<file path="src/rtl/led_mode_seq.sv">
// rtl/led_mode_seq.sv - button-stepped LED mode sequencer with millisecond blink generators
// Optional feature macro: LED_MODE_AUTO_OFF_EN (idle timer that returns the mode to OFF)
module led_mode_seq #(
  parameter int PRESCALE    = 12000,
  parameter int DEBOUNCE_MS = 20,
  parameter int BLINK1_MS   = 500,
  parameter int BLINK2_MS   = 100,
  parameter int AUTO_OFF_MS = 60000
) (
  input  logic       clk,
  input  logic       rst,
  input  logic       btn,
  output logic [2:0] state,
  output logic       pattern1,
  output logic       pattern2,
  output logic       mode_stb
);

  // Counter widths sized to hold their largest value
  localparam int PS_W = $clog2(PRESCALE);
  localparam int DB_W = $clog2(DEBOUNCE_MS + 1);
  localparam int B1_W = $clog2(BLINK1_MS + 1);
  localparam int B2_W = $clog2(BLINK2_MS + 1);

  localparam logic [PS_W-1:0] PS_LAST = PS_W'(PRESCALE - 1);
  localparam logic [DB_W-1:0] DB_MAX  = DB_W'(DEBOUNCE_MS);
  localparam logic [B1_W-1:0] B1_LAST = B1_W'(BLINK1_MS - 1);
  localparam logic [B2_W-1:0] B2_LAST = B2_W'(BLINK2_MS - 1);

  typedef enum logic [2:0] {
    S_OFF = 3'b000,
    S_ON  = 3'b001,
    S_P1  = 3'b010,
    S_P2  = 3'b011
  } mode_e;

  logic [PS_W-1:0] ps_q, ps_d;
  logic            tick;
  logic [1:0]      sync_q;
  logic            btn_s;
  logic [DB_W-1:0] db_cnt_q, db_cnt_d;
  logic            btn_db_q, btn_db_d;
  logic            btn_db_prev_q;
  logic            press;
  logic [B1_W-1:0] b1_cnt_q, b1_cnt_d;
  logic [B2_W-1:0] b2_cnt_q, b2_cnt_d;
  logic            p1_q, p1_d;
  logic            p2_q, p2_d;
  logic            timeout;
  mode_e           state_q;
  logic            mode_stb_q;

  // Prescaler next count; tick strobes on the last count of each period
  always_comb begin
    tick = (ps_q == PS_LAST);
    ps_d = tick ? '0 : ps_q + PS_W'(1);
  end

  // Prescaler register
  always_ff @(posedge clk or posedge rst) begin
    if (rst) ps_q <= '0;
    else     ps_q <= ps_d;
  end

  // Two-flop synchronizer for the asynchronous button pin
  always_ff @(posedge clk or posedge rst) begin
    if (rst) sync_q <= 2'b00;
    else     sync_q <= {sync_q[0], btn};
  end

  assign btn_s = sync_q[1];

  // Debounce: any clk where the input agrees with the accepted level restarts
  // the window; a disagreement that survives DEBOUNCE_MS ticks is accepted.
  // The counter stops at DB_MAX, so it cannot wrap.
  always_comb begin
    db_cnt_d = db_cnt_q;
    btn_db_d = btn_db_q;
    if (btn_s == btn_db_q) begin
      db_cnt_d = '0;
    end else if (db_cnt_q == DB_MAX) begin
      btn_db_d = btn_s;
      db_cnt_d = '0;
    end else if (tick) begin
      db_cnt_d = db_cnt_q + DB_W'(1);
    end
  end

  // Debounce registers plus the delayed copy used for rising-edge detection
  always_ff @(posedge clk or posedge rst) begin
    if (rst) begin
      db_cnt_q      <= '0;
      btn_db_q      <= 1'b0;
      btn_db_prev_q <= 1'b0;
    end else begin
      db_cnt_q      <= db_cnt_d;
      btn_db_q      <= btn_db_d;
      btn_db_prev_q <= btn_db_q;
    end
  end

  // Only the accepted press edge matters; releases and holds are ignored
  assign press = btn_db_q & ~btn_db_prev_q;

  // Pattern1 half-period counter and toggle
  always_comb begin
    b1_cnt_d = b1_cnt_q;
    p1_d     = p1_q;
    if (tick) begin
      if (b1_cnt_q == B1_LAST) begin
        b1_cnt_d = '0;
        p1_d     = ~p1_q;
      end else begin
        b1_cnt_d = b1_cnt_q + B1_W'(1);
      end
    end
  end

  // Pattern2 half-period counter and toggle
  always_comb begin
    b2_cnt_d = b2_cnt_q;
    p2_d     = p2_q;
    if (tick) begin
      if (b2_cnt_q == B2_LAST) begin
        b2_cnt_d = '0;
        p2_d     = ~p2_q;
      end else begin
        b2_cnt_d = b2_cnt_q + B2_W'(1);
      end
    end
  end

  // Blink registers; free-running so the LED mux only has to select them
  always_ff @(posedge clk or posedge rst) begin
    if (rst) begin
      b1_cnt_q <= '0;
      b2_cnt_q <= '0;
      p1_q     <= 1'b0;
      p2_q     <= 1'b0;
    end else begin
      b1_cnt_q <= b1_cnt_d;
      b2_cnt_q <= b2_cnt_d;
      p1_q     <= p1_d;
      p2_q     <= p2_d;
    end
  end

`ifdef LED_MODE_AUTO_OFF_EN
  localparam int IDLE_W = $clog2(AUTO_OFF_MS + 1);
  localparam logic [IDLE_W-1:0] IDLE_MAX = IDLE_W'(AUTO_OFF_MS);

  logic [IDLE_W-1:0] idle_q, idle_d;

  // Idle timer: a press or the OFF mode restarts it, so a press arriving in
  // the timeout cycle wins and the timer starts over
  always_comb begin
    idle_d  = idle_q;
    timeout = 1'b0;
    if (press || (state_q == S_OFF)) begin
      idle_d = '0;
    end else if (idle_q == IDLE_MAX) begin
      timeout = 1'b1;
      idle_d  = '0;
    end else if (tick) begin
      idle_d = idle_q + IDLE_W'(1);
    end
  end

  // Idle timer register
  always_ff @(posedge clk or posedge rst) begin
    if (rst) idle_q <= '0;
    else     idle_q <= idle_d;
  end
`else
  // No idle timer in this build; AUTO_OFF_MS has no effect
  assign timeout = 1'b0 & (AUTO_OFF_MS != 0);
`endif

  // Mode FSM with registered strobe; press beats timeout, illegal codes fall back to OFF
  always_ff @(posedge clk or posedge rst) begin
    if (rst) begin
      state_q    <= S_OFF;
      mode_stb_q <= 1'b0;
    end else begin
      mode_stb_q <= 1'b0;
      if (press) begin
        mode_stb_q <= 1'b1;
        case (state_q)
          S_OFF:   state_q <= S_ON;
          S_ON:    state_q <= S_P1;
          S_P1:    state_q <= S_P2;
          S_P2:    state_q <= S_OFF;
          default: state_q <= S_OFF;
        endcase
      end else if (timeout) begin
        state_q    <= S_OFF;
        mode_stb_q <= 1'b1;
      end else if (!(state_q inside {S_OFF, S_ON, S_P1, S_P2})) begin
        state_q    <= S_OFF;
        mode_stb_q <= 1'b1;
      end
    end
  end

  assign state    = state_q;
  assign pattern1 = p1_q;
  assign pattern2 = p2_q;
  assign mode_stb = mode_stb_q;

endmodule

</file>
<file path="config.mk">
export PLATFORM = sky130hd
export DESIGN_NAME = led_mode_seq
export DESIGN_NICKNAME = d
export VERILOG_FILES = /design/src/rtl/led_mode_seq.sv
export SDC_FILE = /design/constraint.sdc
export NUM_CORES = 1
export LEC_CHECK = 0
export ABC_CLOCK_PERIOD_IN_PS = 1780
export CORE_MARGIN = 10
export CORE_UTILIZATION = 43
export CTS_CLUSTER_SIZE = 14
export DETAILED_ROUTE_END_ITERATION = 12
export GPL_TIMING_DRIVEN = 0
export SLEW_MARGIN = 40
export SYNTH_ARGS = -nofsm -noshare
export SYNTH_HDL_FRONTEND = slang
export SYNTH_SLANG_ARGS = --single-unit
</file>
<file path="constraint.sdc">
create_clock -name clk -period 1.78 [get_ports clk]
set_input_delay 0.356 -clock clk [delete_from_list [all_inputs] [get_ports clk]]
set_output_delay 0.356 -clock clk [all_outputs]
set_load 0.02 [all_outputs]
</file>
==> flow_summary.toml, run 1 <==
[status]
outcome = "finished, final reports clean"

[sta]
hold_viol = 0
fmax_ghz = 0.583
grt_setup_unrepaired = "yes"
finalClockSkew_ns = 0.00337
drv_slew = 0
setup_viol = 0
setup_tns_ns = 0
finalCriticalPeriod_ns = 1.72
period_share_pct = 96.4

[synth]
synth_cells = 209
syn-num-nets = 221
ys_warn_count = 0
synth_seq_cells = 44
mappedNetlistArea_sq_mm = 0.00211
ys_seq_area_share_pct = 52.1
postSynthAreaPerCell_sq_um = 10.1
ys_types = 36

[grt]
grt_pass1_wl_microns = 6670
grt_pass1_vias = 1515
antenna_found_initial = 0
grt_max_degree = 44
grt_use_total_pct = 9.51
globalRoute.totalOverflow = 0

[critical_path]
worstPathArrival_ns = 1.94
cp-start-kind = "flip-flop"
cp-startpoint = "ps_q[0]"
reg2reg_from = "ps_q[0]"
cp.depth = 7
cp_num_buf_inv = 2
path_cells = "ha_2 -> and4_1 -> buf_6 -> nand4_1 -> buf_4 -> or3_4 -> a21oi_2"
crit_fanout = 4
ff2ff_setup_slack_ns = 0.06
r2r_end = "db_cnt_q[2]"
critical_path_required_ns = 2.00
endpoint = "db_cnt_q[2]"
ff2ff_path_depth = 7
critPathTopFamily = "simple AND/OR/NAND/NOR gates"
critPathKind = "reg2reg"
cpMaxStageDelayCell = "dfrtp_1"
slowest_delay_ns = 0.38
end_kind = "flip-flop"

[layout]
filler_cell_count = 453
final_common_cell = "dfrtp_1"
syn_to_final_growth_pct = 18.4
drive_gt1_share_pct = 15.1
finalInstanceArea_sq_mm = 0.00250
final_cell_mix = "43 x dfrtp_1, 20 x nand2_1, 16 x o21ai_0"
nNetsFinal = 243
num_antenna_cells = 0

[power_and_ir_drop]
vdd_ir_drop_max_mv = 0.796
power.leakage_nw = 1.12
p_per_area_mw_per_mm2 = 668

[route]
wl_microns = 3840
drt_iter0_drc = 80
viasPerCell = 5.12
ant_nets = 0
first_pass_iters = 4
dr_total_vias = 1531
wl_per_cell_microns = 12.8
drc = 0

[hold_path]
hp-class = "in2async"

[floorplanning]
die_w_microns = 90.1
core-area_sq_mm = 0.00475
ios = 9
die_h_microns = 90.1
num_rows = 25
die_area_sq_mm = 0.00812
start_util_pct = 44.5

[placement]
place_hpwl_microns = 2660
post_dp_cell_area_sq_mm = 0.00230
io_buffer_count = 7
gp_congestion = 0.759

[run]
cap_violations = 0

[clocking]
clockBufferDepth = 2
clock-sinks = 44
cts_inserted_buffers = 5
cts_tree = "yes"
htreeDepth = 2
cts_root_buf = "clkbuf_8"
clk_latency_ns = 0.29
clkSlewWorstSetupHoldPaths_ns = 0.08
## worst reg2reg max path, delay by kind of cell, from the launching register on
kind | cells | cell delay, ns
and+or+nand+nor | 3 | 0.67
DFF | 1 | 0.38
buffers and inverters | 2 | 0.31
adders and majority gates | 1 | 0.18
AOI/OAI and AO/OA | 1 | 0.11
## power by group
part / total, mW / switching [mW] / internal [mW]
clock network: 0.632 / 0.316 / 0.317
registers: 1.00 / 0.00107 / 1.00
logic: 0.0384 / 0.0255 / 0.0129
## metal layers
layer / routed length (microns) / share of wire [%] / global-route usage [%] / up-vias
met5: 0 / 0 / 0 / -
met4: 44 / 1.1 / 2.92 / 0
met3: 123 / 3.2 / 2.66 / 5
met2: 1820 / 47 / 16.0 / 17
met1: 1850 / 48 / 11.5 / 741
li1: - / - / - / 768
## Yosys cell counts, drive strengths merged
cell type / n / area, sq um
and2: 2 / 12.5
mux2i: 2 / 20.0
inv: 12 / 45.0
xnor2: 12 / 105
and3: 8 / 50.1
nand4b: 1 / 8.76
nor2: 13 / 48.8
nand3: 12 / 60.1
nand2: 21 / 78.8
nand4: 8 / 50.1
o22ai: 1 / 6.26
o21ai: 17 / 85.1
or2: 1 / 6.26
or3: 3 / 18.8
nor4b: 2 / 32.5
xor2: 6 / 52.6
ha: 9 / 113
nor4bb: 1 / 10.0
clkbuf: 3 / 11.3
o31ai: 3 / 22.5
mux2: 1 / 11.3
a21oi: 8 / 40.0
conb: 1 / 3.75
nor3: 3 / 15.0
or4: 1 / 7.51
nor3b: 1 / 7.51
dfrtp: 44 / 1100
a21o: 2 / 15.0
buf: 3 / 17.5
nor4: 2 / 12.5
nand2b: 1 / 6.26
and4: 3 / 26.3
nor2b: 1 / 6.26
o211ai: 1 / 7.51
## worst min path at each step
stage | from | to
global placement | sync_q[0] | sync_q[1]
floorplan | sync_q[0] | sync_q[1]
finish | rst | state[1]
global route | rst | state[1]
CTS | rst | state[1]
detailed placement | sync_q[0] | sync_q[1]
## stage by stage
stage	instances	utilization, %	setup WS [ns]	power (mW)	hold WS, ns
3_5_place_dp	284	48.3	-0.229	1.06	0.354
3_3_place_gp	283	47.7	-0.523	1.05	0.335
6_report	299	52.7	0.0643	1.67	0.267
5_1_grt	299	52.7	-0.0440	1.74	0.280
4_1_cts	296	51.1	0.0103	1.70	0.261
2_1_floorplan	209	-	0.0753	1.04	0.331
## sequential cells by signal (all words and copies together) (netlist names)
register,flops
btn_db_q,1
pattern1,1
mode_stb,1
sync_q,2
state,2
db_cnt_q,5
b2_cnt_q,7
b1_cnt_q,9
btn_db_prev_q,1
ps_q,14
pattern2,1
## final cells by class
type                    instances  area [sq um]  area share (%)
repair buffers                 15           150            6.00
well taps                      67          83.8            3.35
multi-input cells             147           982            39.2
plain buffers                   6          47.5            1.90
flip-flops and latches         44          1100            44.0
clock buffers                   8          90.1            3.60
inverters                      12          47.5            1.90
## kinds of logic after synthesis
| family | synth area share, % |
|---|---|
| AND/OR/NAND/NOR | 21.7 |
| adder cells (fa/ha/maj) | 5.33 |
| AO/OA/AOI/OAI | 8.34 |
| multiplexers | 1.48 |
| flip-flops | 52.1 |
| XOR/XNOR | 7.46 |
| buffers and inverters | 3.49 |
| other | 0.177 |
## repair_timing
| action | in CTS | in global routing |
|---|---|---|
| hold buffers | 0 | 0 |
| pin swaps | 2 | 3 |
| setup endpoints to repair | 32 | 23 |
| resized for setup | 5 | 20 |
| buffers inserted | 4 | 3 |
| hold endpoints to repair | 0 | 0 |
No activity file was read; power rests on OpenSTA's default activity.
==> run 2: changes to the inputs <==
CELL_PAD_IN_SITES_DETAIL_PLACEMENT = 0   (was not set)
CELL_PAD_IN_SITES_GLOBAL_PLACEMENT = 1   (was not set)
CORE_UTILIZATION = 42   (was 43)
PLACE_DENSITY_LB_ADDON = 0.1   (was not set)
==> run 2 against run 1 <==
  * Die area up 1.9%
  * First-iteration DRC count down 43%
  * Combinational power down 21%
  * Design area up 1.2%
  * Wire length up 8.6%
==> flow_summary.toml, run 2 (synthesized netlist as in run 1, its figures left out) <==
[status]
outcome = "finished, final reports clean"

[grt]
grt_use_total_pct = 10.2
grt_pass1_vias = 1575
globalRoute.totalOverflow = 0
grt_pass1_wl_microns = 7210
grt_max_degree = 45
antenna_found_initial = 0

[run]
cap_violations = 0

[placement]
io_buffer_count = 7
place_hpwl_microns = 2750
gp_congestion = 0.789
post_dp_cell_area_sq_mm = 0.00227
pre_cts_slack_ns = -0.340

[floorplanning]
die_area_sq_mm = 0.00827
core-area_sq_mm = 0.00479
num_rows = 25
start_util_pct = 44.2
die_w_microns = 91.0
ios = 9
die_h_microns = 91.0

[sta]
finalClockSkew_ns = 0.0116
grt_setup_unrepaired = "yes"
period_share_pct = 97.8
tightestPinTransition_ns = 0.528
hold_viol = 0
relSlewSlack_pct = 64.8
finalCriticalPeriod_ns = 1.74
setup_tns_ns = 0
worst_slack_ns = 0.0390
setup_viol = 0
fmax_ghz = 0.574
drv_slew = 0

[critical_path]
cp-start-kind = "flip-flop"
crit_fanout = 6
critical_path_required_ns = 2.01
crit_top_cell = "buf_6"
slowest_delay_ns = 0.40
worstPathArrival_ns = 1.97
path_cells = "ha_2 -> and4_1 -> buf_6 -> nand4_1 -> buf_6 -> or4_1 -> a21oi_1"
critPathKind = "reg2reg"
cpMaxStageDelayCell = "or4_1"
cp_num_buf_inv = 2
critPathTopFamily = "simple AND/OR/NAND/NOR gates"
end_kind = "flip-flop"

[power_and_ir_drop]
p_total_mw = 1.93
vdd_ir_drop_max_mv = 0.484
power.leakage_nw = 1.14
p_per_area_mw_per_mm2 = 761

[route]
drc = 0
top_layer = "met4"
wl_microns = 4170
viasPerCell = 5.31
ant_nets = 0
first_pass_iters = 4
wl_per_cell_microns = 13.9
wl_met2_microns = 1970
wl_met1_microns = 1970
drt_iter0_drc = 46
dr_total_vias = 1594
wl_met3_microns = 151

[hold_path]
hp-class = "reg2reg"

[clocking]
htreeDepth = 2
clockBufferDepth = 2
cts_tree = "yes"
clkSlewWorstSetupHoldPaths_ns = 0.09
clk_latency_ns = 0.30
cts_root_buf = "clkbuf_8"
cts_inserted_buffers = 5
clock-sinks = 44

[layout]
finalInstanceArea_sq_mm = 0.00253
drive_gt1_share_pct = 14.6
final_cell_mix = "44 x dfrtp_1, 20 x nand2_1, 13 x o21ai_0, 13 x nor2_1"
largest_reg_flops = 14
final_common_cell = "dfrtp_1"
largest-register = "ps_q"
nNetsFinal = 245
reg_top3 = "ps_q (14), b1_cnt_q (9), b2_cnt_q (7)"
num_antenna_cells = 0
syn_to_final_growth_pct = 19.9
==> run 2: changes by cell type in the layout (fill, tap and decap cells not counted), sizes merged <==
cell,delta
bufinv,+2
clkbuf,-2
buf,+1
==> run 2: final timing paths <==
path	startpoint	endpoint	slack, ns	depth (start not counted)
setup / recovery	ps_q[1]	db_cnt_q[4]	0.04	7
hold / removal	sync_q[0]	sync_q[1]	0.36	0
setup reg to reg	ps_q[1]	db_cnt_q[4]	0.04	7
hold reg to reg	sync_q[0]	sync_q[1]	0.36	0
max in group asynchronous	rst	ps_q[13]	0.96	2
min in group asynchronous	rst	db_cnt_q[3]	0.45	2
==> run 2: timing repair <==
action	4_1_cts	5_1_grt
pin swaps	4	3
hold buffers	0	0
setup buffers	3	6
setup endpoints to repair	32	16
cloned	0	1
resized for setup	11	14
==> run 2: metal layers <==
layer	global-route usage, %	vias to the layer above
li1	-	769
met1	12.8	794
met2	16.3	24
met3	2.72	7
met4	4.31	0
met5	0	-
==> run 2: area by class of cell <==
class | instances | area [sq um]
multi-input combinational | 147 | 967
timing repair buffer | 17 | 146
sequential | 44 | 1100
clock buffer | 5 | 68.8
buffer | 6 | 60.1
fill | 430 | 2250
clock inverter | 2 | 60.1
tap | 67 | 83.8
inverter | 12 | 47.5
==> run 2: through the flow <==
step	hold WS, ns	instances	utilization (%)
floorplan	0.331	209	-
global route	0.365	300	53.0
detailed placement	0.339	283	47.5
finish	0.355	300	53.0
global placement	0.344	283	47.4
CTS	0.360	293	51.3
==> run 2: power by group <==
part           leakage [nW]  internal, mW  switching, mW
Clock                0.0642         0.553          0.343
Combinational         0.483       0.00652         0.0237
Sequential            0.596          1.00       0.000948
Total                  1.14          1.56          0.368
==> run 3: changes to the inputs <==
CTS_CLUSTER_DIAMETER = 80   (was not set)
==> results of run 3 <==
Same layout as run 2: the final DEF is identical, and so are final timing and power.
